===== src/rtl/hex2dec_pkg.sv =====
// Shared constants for the sequential binary-to-seven-segment converter:
// segment codes (bit6..0) and the 2-bit FSM state encoding.
package hex2dec_pkg;

  localparam logic [6:0] SEG_0     = 7'b0111111;
  localparam logic [6:0] SEG_1     = 7'b0011000;
  localparam logic [6:0] SEG_2     = 7'b1110110;
  localparam logic [6:0] SEG_3     = 7'b1111100;
  localparam logic [6:0] SEG_4     = 7'b1011001;
  localparam logic [6:0] SEG_5     = 7'b1101101;
  localparam logic [6:0] SEG_6     = 7'b1101111;
  localparam logic [6:0] SEG_7     = 7'b0111000;
  localparam logic [6:0] SEG_8     = 7'b1111111;
  localparam logic [6:0] SEG_9     = 7'b1111101;
  localparam logic [6:0] SEG_BLANK = 7'b0000000;

  localparam logic [1:0] ST_IDLE  = 2'd0;
  localparam logic [1:0] ST_SHIFT = 2'd1;
  localparam logic [1:0] ST_ENC   = 2'd2;

endpackage


===== src/rtl/seg7_enc.sv =====
// Combinational BCD digit to seven-segment code; codes 10..15 show blank.
module seg7_enc
  import hex2dec_pkg::*;
(
  input  logic [3:0] bcd,
  output logic [6:0] seg
);

  always_comb begin
    case (bcd)
      4'd0:    seg = SEG_0;
      4'd1:    seg = SEG_1;
      4'd2:    seg = SEG_2;
      4'd3:    seg = SEG_3;
      4'd4:    seg = SEG_4;
      4'd5:    seg = SEG_5;
      4'd6:    seg = SEG_6;
      4'd7:    seg = SEG_7;
      4'd8:    seg = SEG_8;
      4'd9:    seg = SEG_9;
      default: seg = SEG_BLANK;
    endcase
  end

endmodule


===== src/rtl/hex2decdigi_seq.sv =====
// Iterative double-dabble converter: IN_W-bit binary -> DIGITS seven-segment codes.
// Define HEX2DEC_LZ_BLANK_EN to blank leading zeros (digit 0 always shown).
module hex2decdigi_seq
  import hex2dec_pkg::*;
#(
  parameter int IN_W   = 16,
  parameter int DIGITS = 5
) (
  input  logic                  clock,
  input  logic                  rst_n,
  input  logic [IN_W-1:0]       hex,
  input  logic                  in_valid,
  output logic                  in_ready,
  output logic                  out_valid,
  output logic [DIGITS*7-1:0]   digi,
  output logic                  ovf
);

  localparam int CW = $clog2(IN_W);
  localparam int BW = 4 * DIGITS;
  localparam logic [CW-1:0] CNT_LAST = CW'(IN_W - 1);

  logic [1:0]          state_q, state_d;
  logic [IN_W-1:0]     sh_q, sh_d;
  logic [BW-1:0]       bcd_q, bcd_d;
  logic [CW-1:0]       cnt_q, cnt_d;
  logic                acc_q, acc_d;
  logic [DIGITS*7-1:0] digi_q, digi_d;
  logic                ovf_q, ovf_d;
  logic                out_valid_q, out_valid_d;

  logic [BW-1:0]       bcd_adj;
  logic [DIGITS*7-1:0] seg_raw;
  logic [DIGITS*7-1:0] enc_digi;
  logic [DIGITS-1:0]   show;

  genvar gi;
  generate
    for (gi = 0; gi < DIGITS; gi++) begin : g_digit
      assign bcd_adj[4*gi +: 4] = (bcd_q[4*gi +: 4] >= 4'd5) ? bcd_q[4*gi +: 4] + 4'd3
                                                              : bcd_q[4*gi +: 4];
      seg7_enc u_enc (
        .bcd (bcd_q[4*gi +: 4]),
        .seg (seg_raw[7*gi +: 7])
      );
      // Overflow wins over both the digit value and any leading-zero rule.
      assign enc_digi[7*gi +: 7] = (acc_q || !show[gi]) ? SEG_BLANK : seg_raw[7*gi +: 7];
    end
  endgenerate

`ifdef HEX2DEC_LZ_BLANK_EN
  logic [DIGITS-1:0] nz;
  generate
    for (gi = 0; gi < DIGITS; gi++) begin : g_lz
      assign nz[gi] = |bcd_q[4*gi +: 4];
      if (gi == 0) begin : g_units
        assign show[gi] = 1'b1;
      end else begin : g_upper
        assign show[gi] = |nz[DIGITS-1:gi];
      end
    end
  endgenerate
`else
  assign show = '1;
`endif

  assign in_ready  = (state_q == ST_IDLE);
  assign out_valid = out_valid_q;
  assign digi      = digi_q;
  assign ovf       = ovf_q;

  always_comb begin
    state_d     = state_q;
    sh_d        = sh_q;
    bcd_d       = bcd_q;
    cnt_d       = cnt_q;
    acc_d       = acc_q;
    digi_d      = digi_q;
    ovf_d       = ovf_q;
    out_valid_d = 1'b0;
    case (state_q)
      ST_IDLE: begin
        if (in_valid) begin
          sh_d    = hex;
          bcd_d   = '0;
          acc_d   = 1'b0;
          cnt_d   = CNT_LAST;
          state_d = ST_SHIFT;
        end
      end
      ST_SHIFT: begin
        // Any bit leaving the top digit means the value needs more digits.
        bcd_d = {bcd_adj[BW-2:0], sh_q[IN_W-1]};
        sh_d  = {sh_q[IN_W-2:0], 1'b0};
        acc_d = acc_q | bcd_adj[BW-1];
        cnt_d = cnt_q - CW'(1);
        if (cnt_q == '0) begin
          state_d = ST_ENC;
        end
      end
      ST_ENC: begin
        digi_d      = enc_digi;
        ovf_d       = acc_q;
        out_valid_d = 1'b1;
        state_d     = ST_IDLE;
      end
      default: state_d = ST_IDLE;
    endcase
  end

  always_ff @(posedge clock or negedge rst_n) begin
    if (!rst_n) begin
      state_q     <= ST_IDLE;
      sh_q        <= '0;
      bcd_q       <= '0;
      cnt_q       <= '0;
      acc_q       <= 1'b0;
      digi_q      <= '0;
      ovf_q       <= 1'b0;
      out_valid_q <= 1'b0;
    end else begin
      state_q     <= state_d;
      sh_q        <= sh_d;
      bcd_q       <= bcd_d;
      cnt_q       <= cnt_d;
      acc_q       <= acc_d;
      digi_q      <= digi_d;
      ovf_q       <= ovf_d;
      out_valid_q <= out_valid_d;
    end
  end

endmodule

===== config.mk =====
export PLATFORM = sky130hd
export DESIGN_NAME = hex2decdigi_seq
export DESIGN_NICKNAME = d
export VERILOG_FILES = /design/src/rtl/hex2dec_pkg.sv /design/src/rtl/seg7_enc.sv /design/src/rtl/hex2decdigi_seq.sv
export SDC_FILE = /design/constraint.sdc
export NUM_CORES = 1
export LEC_CHECK = 0
export CORE_ASPECT_RATIO = 0.8
export CORE_MARGIN = 10
export CORE_UTILIZATION = 35
export CTS_CLUSTER_DIAMETER = 60
export DETAILED_ROUTE_END_ITERATION = 10
export PLACE_DENSITY = 0.63
export SYNTH_ARGS = -nofsm -noshare
export SYNTH_HDL_FRONTEND = slang
export SYNTH_SLANG_ARGS = --single-unit

===== constraint.sdc =====
create_clock -name clock -period 2 [get_ports clock]
set_input_delay 0.4 -clock clock [delete_from_list [all_inputs] [get_ports clock]]
set_output_delay 0.4 -clock clock [all_outputs]
set_load 0.05 [all_outputs]

==> results of run 1 <==
[worst max-delay path by stage]
stage               startpoint  endpoint  cells after the start
global route               ovf       ovf                      1
CTS                        ovf       ovf                      1
detailed placement    in_valid  bcd_q[5]                      4
finish                     ovf       ovf                      1
global placement      in_valid  bcd_q[1]                      4
floorplan           state_q[1]  in_ready                      3
[Yosys cell counts (3+ instances only)]
| cell type | number | area (um^2) |
|---|---|---|
| sky130_fd_sc_hd__xnor2_1 | 5 | 43.79 |
| sky130_fd_sc_hd__ha_1 | 32 | 400.4 |
| sky130_fd_sc_hd__nor2b_1 | 8 | 50.05 |
| sky130_fd_sc_hd__nor2_1 | 14 | 52.55 |
| sky130_fd_sc_hd__o2111ai_1 | 10 | 87.58 |
| sky130_fd_sc_hd__o21ai_0 | 61 | 305.3 |
| sky130_fd_sc_hd__mux2i_1 | 4 | 40.04 |
| sky130_fd_sc_hd__nand2_1 | 73 | 274.0 |
| sky130_fd_sc_hd__a32o_1 | 3 | 30.03 |
| sky130_fd_sc_hd__and3b_1 | 15 | 131.4 |
| sky130_fd_sc_hd__clkbuf_1 | 12 | 45.04 |
| sky130_fd_sc_hd__a21oi_1 | 30 | 150.1 |
| sky130_fd_sc_hd__o32ai_1 | 4 | 35.03 |
| sky130_fd_sc_hd__o211a_1 | 3 | 30.03 |
| sky130_fd_sc_hd__o311ai_1 | 3 | 26.28 |
| sky130_fd_sc_hd__a211oi_1 | 3 | 22.52 |
| sky130_fd_sc_hd__inv_1 | 27 | 101.4 |
| sky130_fd_sc_hd__or2_2 | 7 | 43.79 |
| sky130_fd_sc_hd__o21a_1 | 5 | 37.54 |
| sky130_fd_sc_hd__and3_1 | 6 | 37.54 |
| sky130_fd_sc_hd__dfrtp_1 | 80 | 2002 |
| sky130_fd_sc_hd__nand2b_1 | 10 | 62.56 |
| sky130_fd_sc_hd__buf_2 | 10 | 50.05 |
| sky130_fd_sc_hd__a22o_1 | 6 | 52.55 |
| sky130_fd_sc_hd__o31ai_1 | 5 | 37.54 |
| sky130_fd_sc_hd__o221ai_1 | 5 | 43.79 |
[power groups by stage]
stage	registers [W]	clock network, W	logic, W
after floorplan	0.00310	0	0.00209
after global placement	0.00270	0	0.00343
after detailed placement	0.00273	0	0.00352
after CTS	0.00270	0.00169	0.00354
after global routing	0.00280	0.00177	0.00390
final	0.00270	0.00164	0.00351
[stage by stage]
stage / cells / total power (W) / instance area [um^2] / hold WS [ns] / setup slack, ns
global placement: 660 / 0.006121 / 5112 / 0.4230 / 0.3172
floorplan: 459 / 0.005194 / 4334 / 0.1044 / 0.1659
detailed placement: 660 / 0.006245 / 5112 / 0.4357 / 0.2750
global route: 674 / 0.008471 / 5408 / 0.09775 / 0.03796
finish: 674 / 0.007846 / 5408 / 0.05795 / 0.08867
CTS: 674 / 0.007923 / 5408 / 0.07234 / 0.06125
[cell type report]
cell class                      count  area share [%]
Tap cell                          152           3.517
Timing Repair Buffer               74           12.86
Clock inverter                      3          0.7867
Sequential cell                    80           37.02
Clock buffer                       11           4.674
Inverter                           27           1.874
Multi-Input combinational cell    327           39.26
[flip-flops by register name, summed over array words and instances, names as in the netlist]
register,cells
digi,35
bcd_q,20
sh_q,16
cnt_q,4
state_q,2
acc_q,1
out_valid,1
ovf,1
[metal layers]
layer / track usage, % / up-vias
met5: 0 / -
met4: 4.224 / 0
met3: 4.139 / 16
met2: 19.42 / 74
met1: 14.59 / 1684
li1: - / 1738
[cells by family (layout without fill, tap and decap cells)]
kind of cell | after synthesis | count (layout)
compound gates | 149 | 149
simple gates | 136 | 136
flops | 80 | 80
buf+inv | 52 | 115
fa+ha+maj | 32 | 32
xor+xnor | 5 | 5
mux | 5 | 5
==> impl_metrics.yaml, run 1 <==
critical_path:
  worst-endpoint-arrival_ns: 1.51
  worstReg2RegEnd: "bcd_q[2]"
  worstPathRequired_ns: 1.60
  ff2ff_path_depth: 5
  kind_of_start_point_of_the_critical_path: "flop"
  crit_path_cell_trace: "clkdlybuf4s50_1"
  critPathTopFamily: "buffers and inverters"
  worst-r2r-setup-slack_ns: 0.32
  critical-path-max-stage-delay_ns: 0.81
  critical_path_top_delay_cell: "sky130_fd_sc_hd__clkdlybuf4s50_1"
  end_kind: "primary output"
  critPathKind: "reg2out"
  r2r_start: "bcd_q[0]"
  bufs_and_invs_on_worst_path: 1
  crit_path_max_fanout: 2
floorplanning:
  floorplan.rows: 36
  floorplan.initialDensity_pct: 35.64
  ioPinCount: 57
  dieArea_um2: 17260
  fp.dieH_um: 119.5
  chipWidth_um: 144.4
  core-area_um2: 12160
placed_design:
  count_of_port_buffers_added_during_placement: 56
  detail_placement_hpwl_um: 7248
  gpl.final_weighted_congestion: 0.8570
synthesis:
  ys_types: 41
  syn_nets: 510
  sequential_share_of_the_synthesized_area_pct: 46.19
  synth-compound-area-share_pct: 21.71
  yosys_warnings: 0
  post_synth_fa_ha_maj_area_fraction_pct: 9.238
  leading_register_cell_type_out_of_synthesis: "sky130_fd_sc_hd__dfrtp_1"
  postSynthRegisterBits: 80
  mappedNetlistArea_um2: 4334
  synth_top_family_by_area: "compound AO/OA/AOI/OAI gates"
  number_of_standard_cells_after_synthesis: 459
  async_reset_ff_share_pct: 100.0
  yosys-mux-area-fraction_pct: 1.184
  synthSimpleGateAreaFrac_pct: 15.76
  xor_and_xnor_fraction_of_the_mapped_netlist_area_pct: 1.010
  syn-mean-instance-area_um2: 9.443
  synth_enable_flop_cells: 0
grt:
  grt_pass1_wl_um: 17230
  track_usage_pct: 12.02
  via_count_of_the_first_global_routing_pass: 3609
  grt_overflow_total: 0
  grt_max_degree: 42
  grt_antenna_before_repair: 0
pwr:
  power.switching_w: 0.003259
  portion_of_total_power_attributed_to_the_clock_network_pct: 20.9
  comb_power_share_pct: 44.7
  cell_internal_pwr_w: 0.004588
  power.static_leakage_nw: 2.519
  net_sw_share_pct: 41.53
  vdd_ir_drop_max_v: 0.0004596
  cellPowerDensity_nw_per_um2: 1451
  share_of_power_burned_in_registers_pct: 34.4
clock_network:
  tritoncts: "done"
  clk_latency_ns: 0.34
  root_buffer: "sky130_fd_sc_hd__clkbuf_16"
  post_cts_hold_buffer_count: 0
  cts.path.max_buffers: 2
  cts.sink_count: 80
  cts_repair_resize_count: 0
  clock_tree.htree_level_count: 3
  clkSlewWorstSetupHoldPaths_ns: 0.06
  cts_made_buffers: 9
  post-cts-setup-buffers: 0
sta:
  slew_headroom_pct: 62.93
  finalHoldViolations: 0
  finalSetupViolations: 0
  peak_freq_mhz: 523.2
  report.final.slew_viol_count: 0
  layout_worst_path_cycle_share_pct: 95.57
  worstMarginPinSlew_ns: 0.5560
  tmin_final_ns: 1.911
  grt_setup_unrepaired: "false"
  clock_skew_ns: 0.01104
  fin_tns_setup_ns: 0
routing:
  route.final.wire_length_um: 10020
  top_layer: "met4"
  wl_met3_um: 619
  drc_viols: 0
  vias_per_cell: 5.211
  met1_length_um: 4621
  drt_iter0_markers: 246
  first_pass_iters: 4
  met2_length_um: 4600
  postRouteAntennaNets: 0
  via_count: 3512
  routed_wire_length_per_instance_um: 14.86
layout:
  commonest_cells_after_routing_fill_and_taps_aside: "sky130_fd_sc_hd__dfrtp_1, sky130_fd_sc_hd__nand2_1, sky130_fd_sc_hd__o21ai_0"
  register_area_um2: 2002
  multiInputGateArea_um2: 2123
  layout.nets: 570
  filler_cell_count: 1157
  final_core_utilization_pct: 44.46
  flow.area_growth_from_synthesis_pct: 24.77
  drive_above_1_share_pct: 9.195
  final_common_cell: "sky130_fd_sc_hd__dfrtp_1"
  insertedDiodeCount: 0
job:
  max-cap-violations: 0
outcome:
  outcome: "finished clean"
worst_hold_path:
  min-delay-path-class: "in2async"
Power figures use the tool's default switching activity.
==> run 2, diff against run 1 <==
CORE_ASPECT_RATIO = not set   (was 0.8)
==> run 2 against run 1 <==
Sequential power about the same. Die area down 0.16%. Wire length down 0.27%. Flip-flop and latch count unchanged. Highest routed layer unchanged. Clock skew down 0.0054 ns. Clock-buffer cell count up 1. Critical path type unchanged. Combinational power about the same.
==> impl_metrics.yaml, run 2 (synthesized netlist as in run 1, its figures left out) <==
outcome:
  outcome: "finished clean"
pwr:
  power.static_leakage_nw: 2.557
  cell_internal_pwr_w: 0.004711
  net_sw_share_pct: 40.99
  cellPowerDensity_nw_per_um2: 1467
  comb_power_share_pct: 43.8
  vdd_ir_drop_max_v: 0.0004708
  portion_of_total_power_attributed_to_the_clock_network_pct: 22.5
  power.switching_w: 0.003273
  share_of_power_burned_in_registers_pct: 33.7
critical_path:
  worstPathRequired_ns: 1.60
  worst-endpoint-arrival_ns: 1.50
  critical-path-max-stage-delay_ns: 0.81
  crit_path_cell_trace: "clkdlybuf4s50_1"
  critPathTopFamily: "buffers and inverters"
  critical_path_top_delay_cell: "sky130_fd_sc_hd__clkdlybuf4s50_1"
  end_kind: "primary output"
  bufs_and_invs_on_worst_path: 1
  worst-r2r-setup-slack_ns: 0.37
  critical_path_cell_count: 1
  critPathKind: "reg2out"
  ff2ff_path_depth: 5
  crit_path_max_fanout: 2
  kind_of_start_point_of_the_critical_path: "flop"
layout:
  final_core_utilization_pct: 45.11
  drive_above_1_share_pct: 10.88
  largest_register_ffs: 35
  commonest_cells_after_routing_fill_and_taps_aside: "sky130_fd_sc_hd__dfrtp_1, sky130_fd_sc_hd__nand2_1, sky130_fd_sc_hd__o21ai_0"
  flow.area_growth_from_synthesis_pct: 25.55
  final_common_cell: "sky130_fd_sc_hd__dfrtp_1"
  layout.nets: 571
  insertedDiodeCount: 0
grt:
  grt_pass1_wl_um: 17460
  grt_overflow_total: 0
  track_usage_pct: 11.80
  via_count_of_the_first_global_routing_pass: 3604
  grt_antenna_before_repair: 0
  grt_max_degree: 39
placed_design:
  detail_placement_hpwl_um: 7223
  count_of_port_buffers_added_during_placement: 56
  gpl.final_weighted_congestion: 0.8629
clock_network:
  tritoncts: "done"
  cts.path.max_buffers: 2
  clock_tree.htree_level_count: 3
  clk_latency_ns: 0.33
  root_buffer: "sky130_fd_sc_hd__clkbuf_16"
  clkSlewWorstSetupHoldPaths_ns: 0.06
  cts_made_buffers: 9
  post-cts-setup-buffers: 0
  cts.sink_count: 80
routing:
  route.final.wire_length_um: 9989
  routed_wire_length_per_instance_um: 14.43
  drt_iter0_markers: 208
  postRouteAntennaNets: 0
  first_pass_iters: 4
  drc_viols: 0
  via_count: 3480
  vias_per_cell: 5.029
sta:
  fin_tns_setup_ns: 0
  grt_setup_unrepaired: "false"
  clock_skew_ns: 0.005627
  slew_headroom_pct: 66.01
  worstMarginPinSlew_ns: 0.5082
  finalHoldViolations: 0
  finalSetupViolations: 0
  tmin_final_ns: 1.899
  report.final.slew_viol_count: 0
  peak_freq_mhz: 526.5
  layout_worst_path_cycle_share_pct: 94.96
floorplanning:
  dieArea_um2: 17230
  fp.dieH_um: 131.3
  core-area_um2: 12060
  ioPinCount: 57
  floorplan.rows: 40
  chipWidth_um: 131.3
  floorplan.initialDensity_pct: 35.93
worst_hold_path:
  holdPathStages: 2
  min-delay-path-class: "reg2reg"
job:
  max-cap-violations: 0
-- run 2: cell types whose count changed in the layout (fill, tap and decap cells not counted) --
cell	previous run	this run
sky130_fd_sc_hd__buf_4	22	31
sky130_fd_sc_hd__bufinv_16	1	2
sky130_fd_sc_hd__clkbuf_1	0	1
sky130_fd_sc_hd__clkdlybuf4s50_1	51	42
sky130_fd_sc_hd__clkinvlp_4	1	0
sky130_fd_sc_hd__dlygate4sd3_1	0	1
-- run 2: repair_timing --
item / in CTS / in global routing
endpoints found under the hold margin: 0 / 1
hold buffers: 0 / 1
gates resized for setup: 0 / 0
-- run 2: area by class of cell --
cell class	instances	area, um^2
Fill cell	1158	6620
Multi-Input combinational cell	327	2123
Sequential cell	80	2002
Timing Repair Buffer	75	683.2
Clock buffer	12	256.5
Tap cell	168	210.2
Inverter	27	101.3
Clock inverter	3	65.06
-- run 2: power by group through the flow --
stage	Clock (W)	Sequential (W)	Combinational, W
2_1_floorplan	0	0.00310	0.00209
3_3_place_gp	0	0.00270	0.00343
3_5_place_dp	0	0.00272	0.00351
4_1_cts	0.00183	0.00269	0.00353
5_1_grt	0.00190	0.00280	0.00392
6_report	0.00179	0.00269	0.00350
-- run 2: worst paths after layout --
path / end / start
hold reg to reg: digi[33] / digi[33]
hold / removal: digi[33] / digi[33]
min in group asynchronous: bcd_q[2] / rst_n
max in group asynchronous: digi[19] / rst_n
setup reg to reg: bcd_q[14] / bcd_q[12]
setup / recovery: digi[7] / digi[7]
-- run 2: metrics by stage --
step	instances	instance area (um^2)	setup slack [ns]	total power, W	hold slack [ns]
finish	692	5441	0.1008	0.007984	0.4736
global route	692	5441	0.02454	0.008612	0.4973
CTS	691	5431	0.07640	0.008049	0.002394
detailed placement	676	5110	0.2123	0.006228	0.3541
global placement	676	5110	0.2372	0.006124	0.3533
floorplan	459	4334	0.1659	0.005194	0.1044
-- run 2: per-layer routing --
layer | track usage, % | part of all wire [%] | up-vias
li1 | - | - | 1747
met1 | 14.93 | 48 | 1656
met2 | 18.60 | 46 | 65
met3 | 3.697 | 5.1 | 12
met4 | 4.079 | 1.1 | 0
met5 | 0 | 0 | -
